### src/rtl/quad_enc_filter.sv
// Quadrature encoder input conditioner: per-channel synchroniser and debouncer,
// followed by a registered step/direction decoder with a sticky illegal-transition flag.
module quad_enc_filter #(
    parameter int unsigned STAGES    = 2,
    parameter int unsigned DB_CYCLES = 16,
    parameter int unsigned CNTW      = 10
) (
    input  logic i_clk,
    input  logic i_rst_n,
    input  logic i_enc_a,
    input  logic i_enc_b,
    input  logic i_err_clr,
    output logic o_enc_a,
    output logic o_enc_b,
    output logic o_step,
    output logic o_dir,
    output logic o_err,
    output logic o_ready
);

    localparam logic [CNTW-1:0] DbLast   = CNTW'(DB_CYCLES - 1);
    localparam logic [CNTW-1:0] InitLast = CNTW'(STAGES + DB_CYCLES - 1);

    typedef enum logic {
        StInit,
        StRun
    } state_t;

    state_t          r_state;
    logic [CNTW-1:0] r_init_cnt;
    logic            r_ready;

    logic [STAGES-1:0] r_sync_a;
    logic [STAGES-1:0] r_sync_b;

    // Bit 1 carries channel A, bit 0 carries channel B throughout.
    logic [1:0]      w_s;
    logic [1:0]      r_filt;
    logic [1:0]      r_prev;
    logic [1:0]      w_filt_next;
    logic [1:0]      w_chg;
    logic [CNTW-1:0] r_cnt      [2];
    logic [CNTW-1:0] w_cnt_next [2];

    logic r_step;
    logic r_dir;
    logic r_err;

    assign w_s   = {r_sync_a[STAGES-1], r_sync_b[STAGES-1]};
    assign w_chg = r_filt ^ r_prev;

    // Synchroniser chains for the asynchronous encoder pins.
    always_ff @(posedge i_clk or negedge i_rst_n) begin
        if (!i_rst_n) begin
            r_sync_a <= '0;
            r_sync_b <= '0;
        end else begin
            r_sync_a <= {r_sync_a[STAGES-2:0], i_enc_a};
            r_sync_b <= {r_sync_b[STAGES-2:0], i_enc_b};
        end
    end

    // Debounce next-state: a level is accepted only after DB_CYCLES consecutive mismatches.
    always_comb begin
        for (int i = 0; i < 2; i++) begin
            w_filt_next[i] = r_filt[i];
            w_cnt_next[i]  = '0;
            if (w_s[i] != r_filt[i]) begin
                if (r_cnt[i] == DbLast) begin
                    w_filt_next[i] = w_s[i];
                end else begin
                    w_cnt_next[i] = r_cnt[i] + 1'b1;
                end
            end
        end
    end

    // INIT/RUN sequencing: INIT tracks the synced pins directly until the pipeline has filled.
    always_ff @(posedge i_clk or negedge i_rst_n) begin
        if (!i_rst_n) begin
            r_state    <= StInit;
            r_init_cnt <= '0;
            r_ready    <= 1'b0;
            r_filt     <= '0;
            r_prev     <= '0;
            for (int i = 0; i < 2; i++) begin
                r_cnt[i] <= '0;
            end
        end else begin
            unique case (r_state)
                StInit: begin
                    // prev follows the same value so RUN starts with no phantom step.
                    r_filt <= w_s;
                    r_prev <= w_s;
                    for (int i = 0; i < 2; i++) begin
                        r_cnt[i] <= '0;
                    end
                    if (r_init_cnt == InitLast) begin
                        r_state    <= StRun;
                        r_init_cnt <= '0;
                        r_ready    <= 1'b1;
                    end else begin
                        r_init_cnt <= r_init_cnt + 1'b1;
                    end
                end
                StRun: begin
                    r_filt  <= w_filt_next;
                    r_prev  <= r_filt;
                    r_ready <= 1'b1;
                    for (int i = 0; i < 2; i++) begin
                        r_cnt[i] <= w_cnt_next[i];
                    end
                end
            endcase
        end
    end

    // Step/direction decode and sticky error; a set event beats a simultaneous clear.
    always_ff @(posedge i_clk or negedge i_rst_n) begin
        if (!i_rst_n) begin
            r_step <= 1'b0;
            r_dir  <= 1'b0;
            r_err  <= 1'b0;
        end else begin
            r_step <= 1'b0;
            r_dir  <= 1'b0;
            if ((r_state == StRun) && (w_chg == 2'b11)) begin
                r_err <= 1'b1;
            end else if (i_err_clr) begin
                r_err <= 1'b0;
            end
            if ((r_state == StRun) && ((w_chg == 2'b01) || (w_chg == 2'b10))) begin
                r_step <= 1'b1;
                // Up order 00->01->11->10->00 reduces to prev_a xor cur_b.
                r_dir  <= r_prev[1] ^ r_filt[0];
            end
        end
    end

    assign o_enc_a = r_filt[1];
    assign o_enc_b = r_filt[0];
    assign o_step  = r_step;
    assign o_dir   = r_dir;
    assign o_err   = r_err;
    assign o_ready = r_ready;

endmodule

### config.mk
export PLATFORM = sky130hd
export DESIGN_NAME = quad_enc_filter
export DESIGN_NICKNAME = d
export VERILOG_FILES = /design/src/rtl/quad_enc_filter.sv
export SDC_FILE = /design/constraint.sdc
export NUM_CORES = 1
export LEC_CHECK = 0
export CAP_MARGIN = 20
export CORE_ASPECT_RATIO = 1.75
export CORE_MARGIN = 2
export CORE_UTILIZATION = 50
export CTS_BUF_LIST = sky130_fd_sc_hd__clkbuf_16
export DETAILED_ROUTE_END_ITERATION = 8
export GPL_TIMING_DRIVEN = 0
export PLACE_DENSITY = 0.69
export SLEW_MARGIN = 20
export SYNTH_ARGS = -nofsm -noshare
export SYNTH_HDL_FRONTEND = slang
export SYNTH_SLANG_ARGS = --single-unit
### constraint.sdc
create_clock -name i_clk -period 2 [get_ports i_clk]
set_input_delay 0.2 -clock i_clk [delete_from_list [all_inputs] [get_ports i_clk]]
set_output_delay 0.2 -clock i_clk [all_outputs]
set_load 0.05 [all_outputs]
==> flow_metrics.py, run 1 <==
metrics = {
    "outcome": {
        "status": "finished clean",
    },
    "finish": {
        "antenna_cells": 0,
        "final_common_cell": "dfrtp_1",
        "multiInputGateArea_sq_um": 841,
        "num-fill-cells": 319,
        "drive_above_1_share": 0.125,
        "layout.cells.non_filler": 240,
        "syn_to_final_growth_pct": 16.6,
        "fin_area_sq_um": 2300,
        "final_nets": 201,
        "seqCellArea_sq_um": 1080,
        "layout_common_cells": "dfrtp_1, nor2_1, o21ai_0",
        "fin_util": 0.600,
    },
    "placed_design": {
        "port_buffers": 10,
        "gp_congestion": 0.768,
        "placed_area_sq_um": 2140,
        "hpwlAfterDp_um": 2660,
        "placedCellCount": 231,
    },
    "sta": {
        "finalCritPeriodShare": 0.903,
        "clock_skew_ns": 0.00698,
        "drv_slew": 0,
        "hold_viol_final": 0,
        "worstMarginPinSlew_ns": 0.515,
        "rsz0062_at_grt": "false",
        "finalSetupViolations": 0,
        "slew_headroom": 0.656,
        "period_minus_slack_ns": 1.81,
        "fmax_mhz": 554,
    },
    "clock_tree": {
        "cts_resized": 0,
        "root_buffer": "clkbuf_16",
        "cts-buffers-inserted": 5,
        "cts.clk_slew.worst_paths_ns": 0.06,
        "htreeDepth": 2,
        "post-cts-setup-buffer-count": 0,
        "cts_buffer_depth": 2,
        "cts.sinks": 43,
        "cts_tree": "done",
        "clk-insertion-delay-late_ns": 0.28,
    },
    "routing": {
        "ant_nets": 0,
        "vias": 1393,
        "wl_per_cell_um": 15.5,
        "avgViaCountPerCell": 5.80,
        "wl_um": 3710,
        "drcViolationCount": 0,
        "first_pass_iters": 6,
        "drt_iter0_drc": 37,
    },
    "critical_path": {
        "setup.worst_path.start": "r_filt[0]",
        "required_ns": 1.80,
        "r2r-end": "r_cnt[2]",
        "reg2reg_depth": 4,
        "cp_slowest_stage_delay_ns": 0.85,
        "endpoint": "o_enc_b",
        "path_class": "reg -> out",
        "crit_path_cell_trace": "clkdlybuf4s50_1",
        "r2r-start": "r_cnt[0]",
        "cpMaxStageDelayCell": "clkdlybuf4s50_1",
        "cp_data_arrival_time_ns": 1.61,
        "cp-end-kind": "output port",
        "path_buf_inv": 1,
        "startpoint_type": "flip-flop",
        "crit_path_max_fanout": 6,
        "crit_cells": 1,
        "cpLargestDelayFamily": "buffers and inverters",
        "r2r_setup_slack_ns": 0.25,
    },
    "global_routing": {
        "grt_first_pass_wirelength_um": 6290,
        "grt_max_degree": 34,
        "antenna_found_initial": 0,
        "first_global_vias": 1492,
        "grt-ovfl-total": 0,
        "grt_usage": 0.190,
    },
    "floorplanning": {
        "dieArea_sq_um": 4480,
        "io_pins": 11,
        "core_sq_um": 3830,
        "die_w_um": 51.4,
        "die_y_um": 87.0,
        "initial_core_util": 0.514,
        "rows": 30,
    },
    "job": {
        "cap_violations": 0,
    },
    "synthesis": {
        "ys_seq_area_frac": 0.546,
        "synth-async-reset-ratio": 1.00,
        "synth.avg_cell_area_sq_um": 11.4,
        "ys_top_cells_by_area": "dfrtp_1, xnor2_1, ha_1, xor2_1, or3_1",
        "synth_warnings": 0,
        "synth-seq-cells": 43,
        "yosys_most_used_dff": "dfrtp_1",
        "synthesis.area_sq_um": 1970,
        "synth_top_area_frac": 0.546,
        "synth.distinct_cells": 32,
        "syn-num-nets": 182,
        "synth_edf_count": 0,
        "synth_cells": 172,
        "synth_area_leader_cell": "dfrtp_1",
    },
    "power_and_ir_drop": {
        "ir_worst_vdd_mv": 0.701,
        "powerDensity_nw_per_um2": 824,
        "p_leak_nw": 0.989,
    },
    "min_path": {
        "hold_path.class": "in -> async",
    },
}
==> timing repair <==
action / 4_1_cts / 5_1_grt
endpoints found under the setup margin: 0 / 0
hold buffers: 1 / 0
hold endpoints to repair: 10 / 0
==> power by group <==
part	total [W]	internal, W	switching [W]
Sequential	0.000939	0.000908	0.0000307
Combinational	0.000181	0.0000706	0.000111
Clock	0.000771	0.000455	0.000316
==> through the flow <==
| step | setup slack, ns | hold slack, ns | TNS (ns) | total power, W |
|---|---|---|---|---|
| after global placement | -0.254 | 0.337 | -10.84 | 0.00112 |
| final | 0.195 | 0.325 | 0 | 0.00189 |
| after detailed placement | 0.256 | 0.0879 | 0 | 0.00114 |
| after floorplan | 0.395 | -0.0956 | 0 | 0.00106 |
| after CTS | 0.179 | 0.331 | 0 | 0.00191 |
| after global routing | 0.143 | 0.354 | 0 | 0.00197 |
==> cell families (layout without fill, tap and decap cells) <==
| logic type | count (synthesis) | after routing | synth area share |
|---|---|---|---|
| simple gates | 62 | 62 | 0.179 |
| flops | 43 | 43 | 0.546 |
| compound gates | 30 | 30 | 0.112 |
| xor+xnor | 17 | 17 | 0.0756 |
| buf+inv | 10 | 30 | 0.0267 |
| fa+ha+maj | 5 | 5 | 0.0318 |
| mux | 5 | 5 | 0.0280 |
==> sequential cells by signal (all words and copies together) (netlist names) <==
signal / cells
o_ready: 1
r_state: 1
r_init_cnt: 10
r_filt: 2
o_dir: 1
o_step: 1
r_prev: 2
r_sync_a: 2
r_cnt: 20
o_err: 1
r_sync_b: 2
==> worst min-delay path by stage <==
stage	startpoint	endpoint	slack, ns	depth (start not counted)
floorplan	i_rst_n	o_dir	-0.1	0
global placement	r_sync_a[0]	r_sync_a[1]	0.34	0
detailed placement	i_rst_n	r_init_cnt[2]	0.09	1
CTS	i_rst_n	r_init_cnt[5]	0.33	2
global route	i_enc_a	r_sync_a[0]	0.35	1
finish	i_rst_n	r_init_cnt[5]	0.32	2
==> cells in the mapped netlist (4+ instances only) <==
master,n
dfrtp_1,43
nor2_1,12
o21ai_0,11
a21oi_1,10
xnor2_1,10
nand3_1,9
or3_1,9
inv_1,8
nand2_1,7
xor2_1,7
nand4_1,6
ha_1,5
mux2_2,4
==> layer usage <==
layer / vias to the layer above / part of all wire / global-route usage
met4: 0 / 0.024 / 0.0861
li1: 648 / - / -
met1: 698 / 0.37 / 0.181
met2: 35 / 0.57 / 0.364
met3: 12 / 0.035 / 0.0464
met5: - / 0 / 0
==> area by class of cell <==
class	count	area share
plain buffers	2	0.00981
clock buffers	5	0.0545
clock inverters	3	0.00708
inverters	8	0.0131
multi-input cells	119	0.366
flip-flops and latches	43	0.469
well taps	48	0.0262
repair buffers	12	0.0545
Power figures use the tool's default switching activity.
==> run 2, diff against run 1 <==
- PLACE_DENSITY: 0.69 -> 0.74
- SKIP_CTS_REPAIR_TIMING: not set -> 1
==> run 2 against run 1 <==
Power rose by 4.8%. Via count is 2.6% lower. Worst hold slack gained 0.0012 ns. Non-clock buffer count is the same. Final cell count decreased by 0.42%. Design area rose by 0.76%. Clock power grew 12%. First-iteration DRC count decreased by 11%. Sequential cell count unchanged.
==> flow_metrics.py, run 2 (synthesized netlist as in run 1, its figures left out) <==
metrics = {
    "clock_tree": {
        "cts.sinks": 43,
        "root_buffer": "clkbuf_16",
        "clk-insertion-delay-late_ns": 0.27,
        "cts_buffer_depth": 2,
        "htreeDepth": 2,
        "cts_tree": "done",
        "cts-buffers-inserted": 5,
        "cts.clk_slew.worst_paths_ns": 0.06,
    },
    "finish": {
        "num-fill-cells": 331,
        "drive_above_1_share": 0.120,
        "largest_register": "r_cnt",
        "layout_common_cells": "dfrtp_1, nor2_1, o21ai_0",
        "final_nets": 201,
        "final_common_cell": "dfrtp_1",
        "syn_to_final_growth_pct": 17.5,
        "largest_register_ffs": 20,
        "top_regs": "r_cnt (20), r_init_cnt (10)",
        "antenna_cells": 0,
    },
    "critical_path": {
        "cp_slowest_stage_delay_ns": 0.85,
        "path_class": "reg -> out",
        "path_buf_inv": 1,
        "crit_path_max_fanout": 6,
        "crit_path_cell_trace": "clkdlybuf4s50_1",
        "cp-end-kind": "output port",
        "cpLargestDelayFamily": "buffers and inverters",
        "startpoint_type": "flip-flop",
        "cp_data_arrival_time_ns": 1.60,
        "cpMaxStageDelayCell": "clkdlybuf4s50_1",
        "required_ns": 1.80,
    },
    "routing": {
        "vias": 1357,
        "wl_um": 3440,
        "wl_per_cell_um": 14.4,
        "first_pass_iters": 4,
        "drt_iter0_drc": 33,
        "ant_nets": 0,
        "drcViolationCount": 0,
        "avgViaCountPerCell": 5.68,
    },
    "floorplanning": {
        "rows": 30,
        "die_w_um": 51.4,
        "initial_core_util": 0.514,
        "core_sq_um": 3830,
        "dieArea_sq_um": 4480,
        "io_pins": 11,
        "die_y_um": 87.0,
    },
    "power_and_ir_drop": {
        "ir_worst_vdd_mv": 0.782,
        "fin_total_pwr_w": 0.00198,
        "p_leak_nw": 0.999,
        "powerDensity_nw_per_um2": 857,
    },
    "sta": {
        "fmax_mhz": 556,
        "hold_ws_ns": 0.326,
        "slew_headroom": 0.670,
        "finalSetupViolations": 0,
        "period_minus_slack_ns": 1.80,
        "clock_skew_ns": 0.00346,
        "finalCritPeriodShare": 0.899,
        "hold_viol_final": 0,
        "drv_slew": 0,
        "worstMarginPinSlew_ns": 0.494,
        "rsz0062_at_grt": "false",
        "fin_ws_ns": 0.203,
    },
    "global_routing": {
        "grt_usage": 0.179,
        "antenna_found_initial": 0,
        "first_global_vias": 1415,
        "grt-ovfl-total": 0,
        "grt_first_pass_wirelength_um": 6070,
        "grt_max_degree": 35,
    },
    "min_path": {
        "hold_path.class": "in -> async",
    },
    "placed_design": {
        "hpwlAfterDp_um": 2550,
        "gp_congestion": 0.686,
        "place_ws_ns": 0.273,
        "port_buffers": 10,
    },
    "job": {
        "cap_violations": 0,
    },
    "outcome": {
        "status": "finished clean",
    },
}
-- run 2: worst paths after layout --
check                      cells past startpoint         from  slack [ns]          end
hold reg to reg                                0  r_sync_a[0]        0.35  r_sync_a[1]
min in group i_clk                             0  r_sync_a[0]        0.35  r_sync_a[1]
setup reg to reg                               4    r_cnt[10]        0.25    r_cnt[14]
hold / removal                                 2      i_rst_n        0.33    r_cnt[12]
setup / recovery                               1    r_filt[0]        0.20      o_enc_b
max in group asynchronous                      3      i_rst_n        1.23        o_err
-- run 2: worst reg2reg max path, cell delays in order, from the launching register on --
cell and delay, ns:
dfrtp_1 0.41, ha_1 0.21, nand3_1 0.29, o311ai_4 0.59
nor2_1 0.12
-- run 2: layout make-up --
cell class,count,area [sq um],share of cell area
clock buffer,5,125,0.0541
buffer,2,22.5,0.00973
clock inverter,2,33.8,0.0146
tap,48,60.1,0.0260
timing repair buffer,12,125,0.0541
sequential,43,1080,0.465
multi-input combinational,119,841,0.363
inverter,8,30.0,0.0130
-- run 2: routing by layer --
metal | share of wire | global-route usage
met3 | 0.021 | 0.0447
met2 | 0.58 | 0.337
met1 | 0.38 | 0.179
met5 | 0 | 0
met4 | 0.019 | 0.0789
-- run 2: through the flow --
step | util | area (sq um) | std cells | setup TNS (ns)
after global routing | 0.604 | 2310 | 239 | 0
after floorplan | - | 1970 | 172 | 0
after global placement | 0.556 | 2130 | 230 | -10.87
after detailed placement | 0.560 | 2140 | 231 | 0
final | 0.604 | 2310 | 239 | 0
after CTS | 0.602 | 2300 | 238 | 0
-- run 2: report_power, final --
group / switching, W / internal, W
clock network: 0.000287 / 0.000576
registers: 0.0000309 / 0.000909
logic: 0.000109 / 0.0000702
